File: src/rtl/add_accumulator.sv
`default_nettype none
// ============================================================================
//  Module   : add_accumulator (with calculator_pkg)
//  Brief    : Sequential operand accumulator in front of a 32-bit adder;
//             valid/ready operand stream in, valid/ready result out.
//  Revision : 1.0
// ============================================================================

package calculator_pkg;
    localparam int DATA_W = 32;
endpackage

module add_accumulator
    import calculator_pkg::*;
#(
    parameter int CNT_W = 8
) (
    input  logic              clk_i,
    input  logic              rst_i,
    input  logic              clear_i,
    input  logic              op_valid_i,
    output logic              op_ready_o,
    input  logic [DATA_W-1:0] op_data_i,
    input  logic              op_last_i,
    output logic [DATA_W-1:0] add_a_o,
    output logic [DATA_W-1:0] add_b_o,
    input  logic [DATA_W-1:0] add_sum_i,
    output logic              res_valid_o,
    input  logic              res_ready_i,
    output logic [DATA_W-1:0] res_data_o,
    output logic [CNT_W-1:0]  res_count_o,
    output logic              res_ovf_o
);

    localparam logic [1:0] S_IDLE  = 2'd0;
    localparam logic [1:0] S_ACCUM = 2'd1;
    localparam logic [1:0] S_DONE  = 2'd2;

    localparam logic [CNT_W-1:0] c_CNT_MAX = {CNT_W{1'b1}};

    logic [1:0]        r_state;
    logic [1:0]        w_state_nxt;
    logic [DATA_W-1:0] r_acc;
    logic [CNT_W-1:0]  r_cnt;
    logic              r_ovf;

    logic w_op_accept;
    logic w_res_xfer;

    assign w_op_accept = op_valid_i & op_ready_o;
    assign w_res_xfer  = res_valid_o & res_ready_i;

    assign add_a_o     = r_acc;
    assign add_b_o     = op_data_i;
    assign res_data_o  = r_acc;
    assign res_count_o = r_cnt;
    assign res_ovf_o   = r_ovf;

    always_ff @(posedge clk_i or posedge rst_i) begin
        if (rst_i) begin
            r_state <= S_IDLE;
        end else begin
            r_state <= w_state_nxt;
        end
    end

    always_comb begin
        w_state_nxt = r_state;
        if (clear_i) begin
            w_state_nxt = S_IDLE;
        end else begin
            case (r_state)
                S_IDLE, S_ACCUM: begin
                    if (w_op_accept) begin
                        w_state_nxt = op_last_i ? S_DONE : S_ACCUM;
                    end
                end
                S_DONE: begin
                    if (w_res_xfer) begin
                        w_state_nxt = S_IDLE;
                    end
                end
                default: w_state_nxt = S_IDLE;
            endcase
        end
    end

    always_comb begin
        op_ready_o  = 1'b0;
        res_valid_o = 1'b0;
        case (r_state)
            S_IDLE, S_ACCUM: op_ready_o  = 1'b1;
            S_DONE:          res_valid_o = 1'b1;
            default: begin
                op_ready_o  = 1'b0;
                res_valid_o = 1'b0;
            end
        endcase
    end

    // Abort and result hand-off both leave IDLE's all-zero register image.
    // The adder has no carry output, so a wrapped sum is detected by it
    // coming out smaller than the running total it started from.
    always_ff @(posedge clk_i or posedge rst_i) begin
        if (rst_i) begin
            r_acc <= '0;
            r_cnt <= '0;
            r_ovf <= 1'b0;
        end else if (clear_i || w_res_xfer) begin
            r_acc <= '0;
            r_cnt <= '0;
            r_ovf <= 1'b0;
        end else if (w_op_accept) begin
            r_acc <= add_sum_i;
            if (r_cnt != c_CNT_MAX) begin
                r_cnt <= r_cnt + 1'b1;
            end
            r_ovf <= r_ovf | (add_sum_i < r_acc);
        end
    end

endmodule
`default_nettype wire
File: config.mk
export PLATFORM = sky130hd
export DESIGN_NAME = add_accumulator
export DESIGN_NICKNAME = d
export VERILOG_FILES = /design/src/rtl/add_accumulator.sv
export SDC_FILE = /design/constraint.sdc
export NUM_CORES = 1
export LEC_CHECK = 0
export CORE_MARGIN = 1
export CORE_UTILIZATION = 39
export CTS_CLUSTER_DIAMETER = 120
export DETAILED_ROUTE_END_ITERATION = 8
export GPL_ROUTABILITY_DRIVEN = 0
export HOLD_SLACK_MARGIN = 0.03
export PLACE_DENSITY_LB_ADDON = 0.1
export SLEW_MARGIN = 5
export SYNTH_ARGS = -nofsm -noshare
export SYNTH_HDL_FRONTEND = slang
export SYNTH_SLANG_ARGS = --single-unit
File: constraint.sdc
create_clock -name clk_i -period 2.1 [get_ports clk_i]
set_clock_uncertainty 0.1 [all_clocks]
set_input_delay 0.42 -clock clk_i [delete_from_list [all_inputs] [get_ports clk_i]]
set_output_delay 0.42 -clock clk_i [all_outputs]
set_load 0.005 [all_outputs]
==> results_dict.tcl, run 1 <==
set metrics [dict create \
    status "complete, no violations" \
    first_pass_iters 4 \
    route.antenna.remaining_nets 0 \
    drtIter0Drc 50 \
    slew_headroom_pct 75.7 \
    critPathLaunch "r_state[0]$_DFFE_PP0P_" \
    antenna_found_initial 0 \
    cts_max_path_buffers 2 \
    layout-area-overhead-vs-synth_pct 29.0 \
    die-area_mm2 0.00819 \
    synth_edf_count 0 \
    hold_viol 0 \
    wl_um 6690 \
    synth_seq_cells 43 \
    grt_max_degree 44 \
    clkLatencyLatePin_ns 0.29 \
    netlist_area_mm2 0.00305 \
    worstPathCellList "and2b_1, clkdlybuf4s50_1" \
    worstPathBufferInverterCount 1 \
    synth_top_area_cell "dfrtp_1" \
    synth.most_common_cell "nand2_1" \
    dpl.cell_count 514 \
    fp-row-count 31 \
    fp.dieW_um 90.5 \
    drv_slew 0 \
    cts_setup_buffers 0 \
    worst_pin_slew_ns 0.355 \
    initial_utilization_pct 41.2 \
    fin_cells 520 \
    synth_ff_type "dfrtp_1" \
    p_leak_nw 1.64 \
    core_area_mm2 0.00741 \
    viasPerCell 4.77 \
    portBuffers 112 \
    ys_top_cells_by_count "nand2_1, buf_4, a21oi_1, dfrtp_1, inv_1" \
    avgSynthCellArea_um2 8.28 \
    ys_seq_area_share_pct 35.2 \
    die_h_um 90.5 \
    nNetsFinal 524 \
    cts_tree "yes" \
    synth_cells 369 \
    layout-drive-gt1-share_pct 4.51 \
    synth_area_leaders "dfrtp_1, buf_4, ha_1" \
    io_pins 177 \
    cpPeakStageDelay_ns 0.51 \
    wl_per_cell_um 12.9 \
    holdCritPathClass "input port to async pin" \
    root_buffer "clkbuf_8" \
    maxCapViolCount 0 \
    grt_pass1_vias 2461 \
    rsz0062_at_grt "no" \
    cp.required_ns 1.58 \
    worst_ir_drop_vdd_v 0.000275 \
    hpwlAfterDp_um 4930 \
    timing.fmax_ghz 0.509 \
    num_antenna_cells 0 \
    setup_tns_ns 0 \
    crit_slowest_cell "clkdlybuf4s50_1" \
    numCtsBuffers 5 \
    synth_warnings 0 \
    end_kind "primary output" \
    htree_levels 2 \
    cp-start-kind "flip-flop" \
    r2r-start "add_a_o[30]$_DFFE_PP0P_" \
    num_vias 2478 \
    critical_path.top_delay_family "buffers and inverters" \
    finalCritPeriodShare_pct 93.6 \
    min_period_ns 1.97 \
    synth_top_area_share_pct 35.2 \
    post-layout-total-power_mw 1.96 \
    track_usage_pct 17.2 \
    grt_pass1_wl_um 11400 \
    finalSetupViolCount 0 \
    worstSetupPathType "flip-flop to primary output" \
    pwr_density_cell_mw_per_mm2 496 \
    overflow 0 \
    worstPathArrival_ns 1.45 \
    cts_resized 0 \
    ys_async_sr_fraction_pct 100 \
    cts.clk_slew.worst_paths_ns 0.08 \
    clock-sinks 43 \
    postCtsHoldBufs 0 \
    crit_fanout 4 \
    synth_nets 471 \
    drcViolationCount 0 \
    ys_types 30 \
]
==> metal layers <==
metal  track usage, %  vias to the layer above  part of all wire [%]
met5                0                        -                     0
met4             3.49                        0                  0.84
met3             4.80                       12                   6.6
met2             30.9                       93                    49
met1             20.3                     1131                    44
li1                 -                     1242                     -
==> stage by stage <==
| stage | setup slack (ns) | utilization [%] | instance area (um2) | hold slack [ns] |
|---|---|---|---|---|
| 6_report | 0.135 | 53.2 | 3940 | 0.380 |
| 5_1_grt | 0.0128 | 53.2 | 3940 | 0.403 |
| 4_1_cts | 0.0260 | 53.0 | 3930 | 0.383 |
| 3_5_place_dp | -0.275 | 52.0 | 3850 | 0.386 |
| 3_3_place_gp | -0.246 | 52.0 | 3850 | 0.368 |
| 2_1_floorplan | 0.358 | - | 3050 | 0.340 |
==> layout make-up <==
type	count	area [um2]
Multi-Input combinational cell	215	1330
Timing Repair Buffer	121	1200
Inverter	36	135
Tap cell	99	124
Clock buffer	6	72.6
Sequential cell	43	1080
Fill cell	708	3470
==> report_power, final <==
| part | internal [mW] | leakage [nW] | switching (mW) |
|---|---|---|---|
| clock network | 0.222 | 0.0371 | 0.272 |
| registers | 0.871 | 0.580 | 0.0454 |
| logic | 0.309 | 1.02 | 0.234 |
| total | 1.40 | 1.64 | 0.552 |
==> cell families (layout without fill, tap and decap cells) <==
| logic type | Yosys count | count (layout) | synth area share (%) |
|---|---|---|---|
| buffers and inverters | 111 | 163 | 21.6 |
| multiplexers | 1 | 1 | 0.328 |
| AND/OR/NAND/NOR | 110 | 110 | 15.0 |
| adder cells (fa/ha/maj) | 32 | 32 | 13.1 |
| flip-flops | 43 | 43 | 35.2 |
| XOR/XNOR | 7 | 7 | 2.01 |
| AO/OA/AOI/OAI | 65 | 65 | 12.7 |
==> path summary, 6_finish.rpt <==
path | endpoint | slack, ns | cells past startpoint
worst max-delay path | res_valid_o | 0.13 | 2
worst min-delay path | add_a_o[10]$_DFFE_PP0P_ | 0.38 | 3
min in group clk_i | r_state[0]$_DFFE_PP0P_ | 0.40 | 1
max in group asynchronous | add_a_o[16]$_DFFE_PP0P_ | 1.30 | 3
worst max register to register | res_ovf_o$_DFFE_PP0P_ | 0.25 | 6
worst min register to register | r_state[0]$_DFFE_PP0P_ | 0.40 | 1
==> tightest hold or removal path, stage by stage <==
cell             delay (ns)
clkdlybuf4s50_1        0.41
inv_2                  0.07
buf_12                 0.24
==> state kept, by name (all words and copies together) (netlist names) <==
| signal | count |
|---|---|
| res_ovf_o | 1 |
| add_a_o | 32 |
| res_count_o | 8 |
| r_state | 2 |
==> placed cells by master, fill, tap and decap left out, types with 2 or more instances in the layout <==
master and instances:
ha_1 32, a211oi_1 3, nor3_1 2, nand3_1 5, nand2_1 77, dfrtp_1 43, clkdlybuf4s50_1 112, xnor2_1 6
and4_1 2, clkbuf_8 5, buf_4 8, and2b_1 2, o21a_1 2, inv_1 35, a21oi_1 45, a21o_1 2
nand2b_1 2, nand4_1 3, nor2_1 15, o21ai_0 4
Power figures use the tool's default switching activity.
==> run 2, diff against run 1 <==
- CAP_MARGIN: not set -> 20
- REMOVE_ABC_BUFFERS: not set -> 1
==> run 2 against run 1 <==
Non-clock buffer count is 2 higher. Largest cell class unchanged. Sequential share of layout area shrank 0.078 points. Register-to-register slack hardly changed. Total power is 1.3% higher. First-iteration DRC count increased by 42%. Fmax shrank 0.69%. Flip-flop and latch count did not move. Critical endpoint is now res_ovf_o$_DFFE_PP0P_.
==> results_dict.tcl, run 2 (synthesis gave the netlist of run 1 again) <==
set metrics [dict create \
    root_buffer "clkbuf_8" \
    antenna_found_initial 0 \
    numCtsBuffers 5 \
    crit_fanout 3 \
    cts_tree "yes" \
    die-area_mm2 0.00819 \
    wl_per_cell_um 15.1 \
    first_pass_iters 6 \
    die_h_um 90.5 \
    layout-area-overhead-vs-synth_pct 29.3 \
    holdWs_ns 0.366 \
    viasPerCell 4.88 \
    cts_resized 0 \
    route.antenna.remaining_nets 0 \
    maxCapViolCount 0 \
    grt_pass1_vias 2476 \
    status "complete, no violations" \
    grt_max_degree 44 \
    initial_utilization_pct 41.2 \
    num_antenna_cells 0 \
    worstPathArrival_ns 2.05 \
    drcViolationCount 0 \
    min_period_ns 1.98 \
    io_pins 177 \
    grt_pass1_wl_um 12600 \
    end_kind "flip-flop" \
    cts_setup_buffers 0 \
    r2r_setup_slack_ns 0.25 \
    fillers 726 \
    finalCritPeriodShare_pct 94.2 \
    rsz0062_at_grt "no" \
    worstSetupPathType "input port to flip-flop" \
    postCtsHoldBufs 0 \
    clkLatencyLatePin_ns 0.29 \
    cp.required_ns 2.18 \
    fin_ws_ns 0.121 \
    fp-row-count 31 \
    htree_levels 2 \
    wl_um 7910 \
    drtIter0Drc 71 \
    portBuffers 112 \
    largest_reg_flops 32 \
    num_vias 2559 \
    finalSetupViolCount 0 \
    holdCritPathClass "input port to async pin" \
    hpwlAfterDp_um 6050 \
    fp.dieW_um 90.5 \
    overflow 0 \
    track_usage_pct 19.6 \
    p_leak_nw 1.65 \
    timing.fmax_ghz 0.505 \
    nNetsFinal 526 \
    cts.clk_slew.worst_paths_ns 0.08 \
    place_worst_setup_slack_ns -0.201 \
    worst_pin_slew_ns 0.363 \
    drv_slew 0 \
    cp-start-kind "input port" \
    layout-drive-gt1-share_pct 4.71 \
    final_util_pct 53.3 \
    pwr_density_cell_mw_per_mm2 501 \
    hold_viol 0 \
    cts_max_path_buffers 2 \
    core_area_mm2 0.00741 \
    slew_headroom_pct 75.2 \
    mostFrequentLayoutCells "clkdlybuf4s50_1, nand2_1, a21oi_1" \
    clock-sinks 43 \
    final_common_cell "clkdlybuf4s50_1" \
    worst_ir_drop_vdd_v 0.000216 \
]
run 2: cell count changes in the layout (fill, tap and decap cells not counted), sizes merged:
cell / before / now
clkbuf: 6 / 7
clkinv: 0 / 1
buf: 9 / 11
run 2: worst paths after layout:
check                                   startpoint                      end  cells past startpoint
setup / recovery                     add_sum_i[31]    res_ovf_o$_DFFE_PP0P_                      6
hold / removal                               rst_i  add_a_o[31]$_DFFE_PP0P_                      3
setup reg to reg           add_a_o[17]$_DFFE_PP0P_    res_ovf_o$_DFFE_PP0P_                      7
hold reg to reg             r_state[1]$_DFFE_PP0P_   r_state[0]$_DFFE_PP0P_                      1
max in group asynchronous                    rst_i  add_a_o[15]$_DFFE_PP0P_                      3
min in group clk_i          r_state[1]$_DFFE_PP0P_   r_state[0]$_DFFE_PP0P_                      1
run 2: area by class of cell:
cell class | count | area [um2] | area share, %
Clock buffer | 7 | 76.3 | 1.93
Clock inverter | 1 | 5.00 | 0.127
Inverter | 36 | 135 | 3.42
Multi-Input combinational cell | 215 | 1320 | 33.4
Sequential cell | 43 | 1080 | 27.2
Tap cell | 99 | 124 | 3.14
Timing Repair Buffer | 123 | 1220 | 30.8
run 2: worst max-delay path: stages:
cell and delay [ns]:
clkdlybuf4s50_1 0.44, ha_1 0.33, nand4_1 0.12, or4_1 0.55, nor2_1 0.14, a211oi_1 0.06
run 2: power breakdown:
| group | internal, mW | switching (mW) |
|---|---|---|
| registers | 0.871 | 0.0458 |
| logic | 0.311 | 0.240 |
| clock network | 0.234 | 0.277 |
run 2: metal layers:
layer  up-vias  global-route usage (%)  routed length [um]
met5         -                    5.77                  40
met4         2                    3.23                  57
met3         7                    9.18                 764
met2       112                    29.4                3410
met1      1189                    25.5                3640
li1       1249                       -                   -
run 2: through the flow:
step	std cells	setup TNS, ns	power, mW	cell area (um2)
floorplan	294	0	1.15	2530
global placement	516	-0.156	1.48	3870
detailed placement	516	-0.201	1.49	3870
CTS	524	0	2.01	3950
global route	524	0	2.10	3950
finish	524	0	1.98	3950
==> edit (flow settings as in run 2) <==
Set the parameter `CNT_W` to 10 (it was 8).
--- a/src/rtl/add_accumulator.sv
+++ b/src/rtl/add_accumulator.sv
@@ -15,3 +15,3 @@
 #(
-    parameter int CNT_W = 8
+    parameter int CNT_W = 10
 ) (
Interface: changed (resized res_count_o); port bits go from 177 to 179. The function was not compared with the original's and may differ.
==> edit against run 2 <==
Wire length is 5.8% higher; utilization grew 0.095 points; design area is 5.6% higher; sequential cell count is 2 higher; setup slack lost 62 ps; synthesized area is 4.3% higher; total power increased by 10%.
==> edit: results (changes against run 2) <==
first-pass GRT wire length 12800 µm (was 12600 µm); worst hold margin 373 ps (was 366 ps); Max Fclk 0.490 GHz (was 0.505 GHz); Worst EP arrival 2120 ps (was 2050 ps); layout cell share with drive strength beyond 1 0.0676 (was 0.0471); largest net degree at the start of global routing 46 (was 44); EDFF count, synth 0 (unchanged); Worst-Margin Slew 406 ps (was 363 ps); register area share after synthesis 0.354 (was 0.352); synth unique cells 35 (was 30); Reg2Reg Setup Slack 190 ps (was 250 ps); status finished, final reports clean (unchanged); LEAKAGE 1.76 nW (was 1.65 nW); Peak VDD IR 313 µV (was 216 µV); Setup WS pre-CTS -256 ps (was -201 ps); total number of vias 2683 (was 2559); port bufs 114 (was 112); Avg Inst Size Synth 8.25 µm² (was 8.28 µm²); vias in the first global route 2434 (was 2476); dpl cell area 4040 µm² (was 3870 µm²); fin nets 546 (was 526); top cells by area, synth dfrtp_1, buf_4, ha_1, nand2_1, a21oi_1 (unchanged); WL final 8370 µm (was 7910 µm); DP Wirelength 6170 µm (was 6050 µm); Worst-path clk slew 90 ps; 1st-iter DRT viols 79 (was 71); total global-route track usage 0.197 (was 0.196); FFs w/ async S/R, synth 1.00 (unchanged); synth cell count leaders nand2_1, buf_4, a21oi_1, dfrtp_1, inv_1 (unchanged); sw power 0.598 mW (was 0.563 mW); Pre-antenna DRT Iters 5 (was 6); Vias/cell 4.91 (was 4.88); placed cells 539 (was 516)
[edit: area by class of cell]
cell class | count | area, µm²
fill | 752 | 3640
multi-input combinational | 231 | 1430
timing repair buffer | 127 | 1250
sequential | 45 | 1130
inverter | 34 | 128
tap | 102 | 128
clock buffer | 5 | 68.8
clock inverter | 2 | 35.0
[edit: timing repair]
item / 4_1_cts / 5_1_grt
buffers inserted: 0 / 0
hold buffers: 0 / 0
setup endpoints to repair: 0 / 1
resized for setup: 0 / 5
[edit: kinds of logic after synthesis]
family | Yosys count | synth area share
AND/OR/NAND/NOR | 120 | 0.160
buffers and inverters | 110 | 0.206
AO/OA/AOI/OAI | 73 | 0.138
flip-flops | 45 | 0.354
adder cells (fa/ha/maj) | 32 | 0.126
XOR/XNOR | 6 | 0.0165
[edit: worst max-delay path, cell delays in order]
cell and delay, ps:
clkdlybuf4s50_1 440, ha_1 330, nand4_1 160, or4_4 560
nor2_2 140, a211oi_1 80
[edit: power groups by stage]
stage / Sequential (mW) / Clock (mW) / Combinational (mW)
global placement: 0.978 / 0 / 0.572
floorplan: 0.983 / 0 / 0.224
CTS: 0.963 / 0.674 / 0.578
detailed placement: 0.980 / 0 / 0.575
finish: 0.963 / 0.641 / 0.577
global route: 0.972 / 0.698 / 0.643
[edit: final timing paths]
kind / to / from / cells after the start
min in group clk_i: r_state[0] / r_state[1] / 1
worst min-delay path: add_a_o[4] / rst_i / 3
max in group asynchronous: add_a_o[21] / rst_i / 3
worst min register to register: r_state[0] / r_state[1] / 1
worst max-delay path: res_ovf_o / add_sum_i[31] / 6
worst max register to register: res_ovf_o / add_a_o[31] / 6
[edit: layer usage]
metal	GRT usage	vias to the layer above	wire [µm]
li1	-	1318	-
met1	0.284	1236	4180
met2	0.265	118	3330
met3	0.0821	9	743
met4	0.0508	2	92
met5	0.0449	-	29
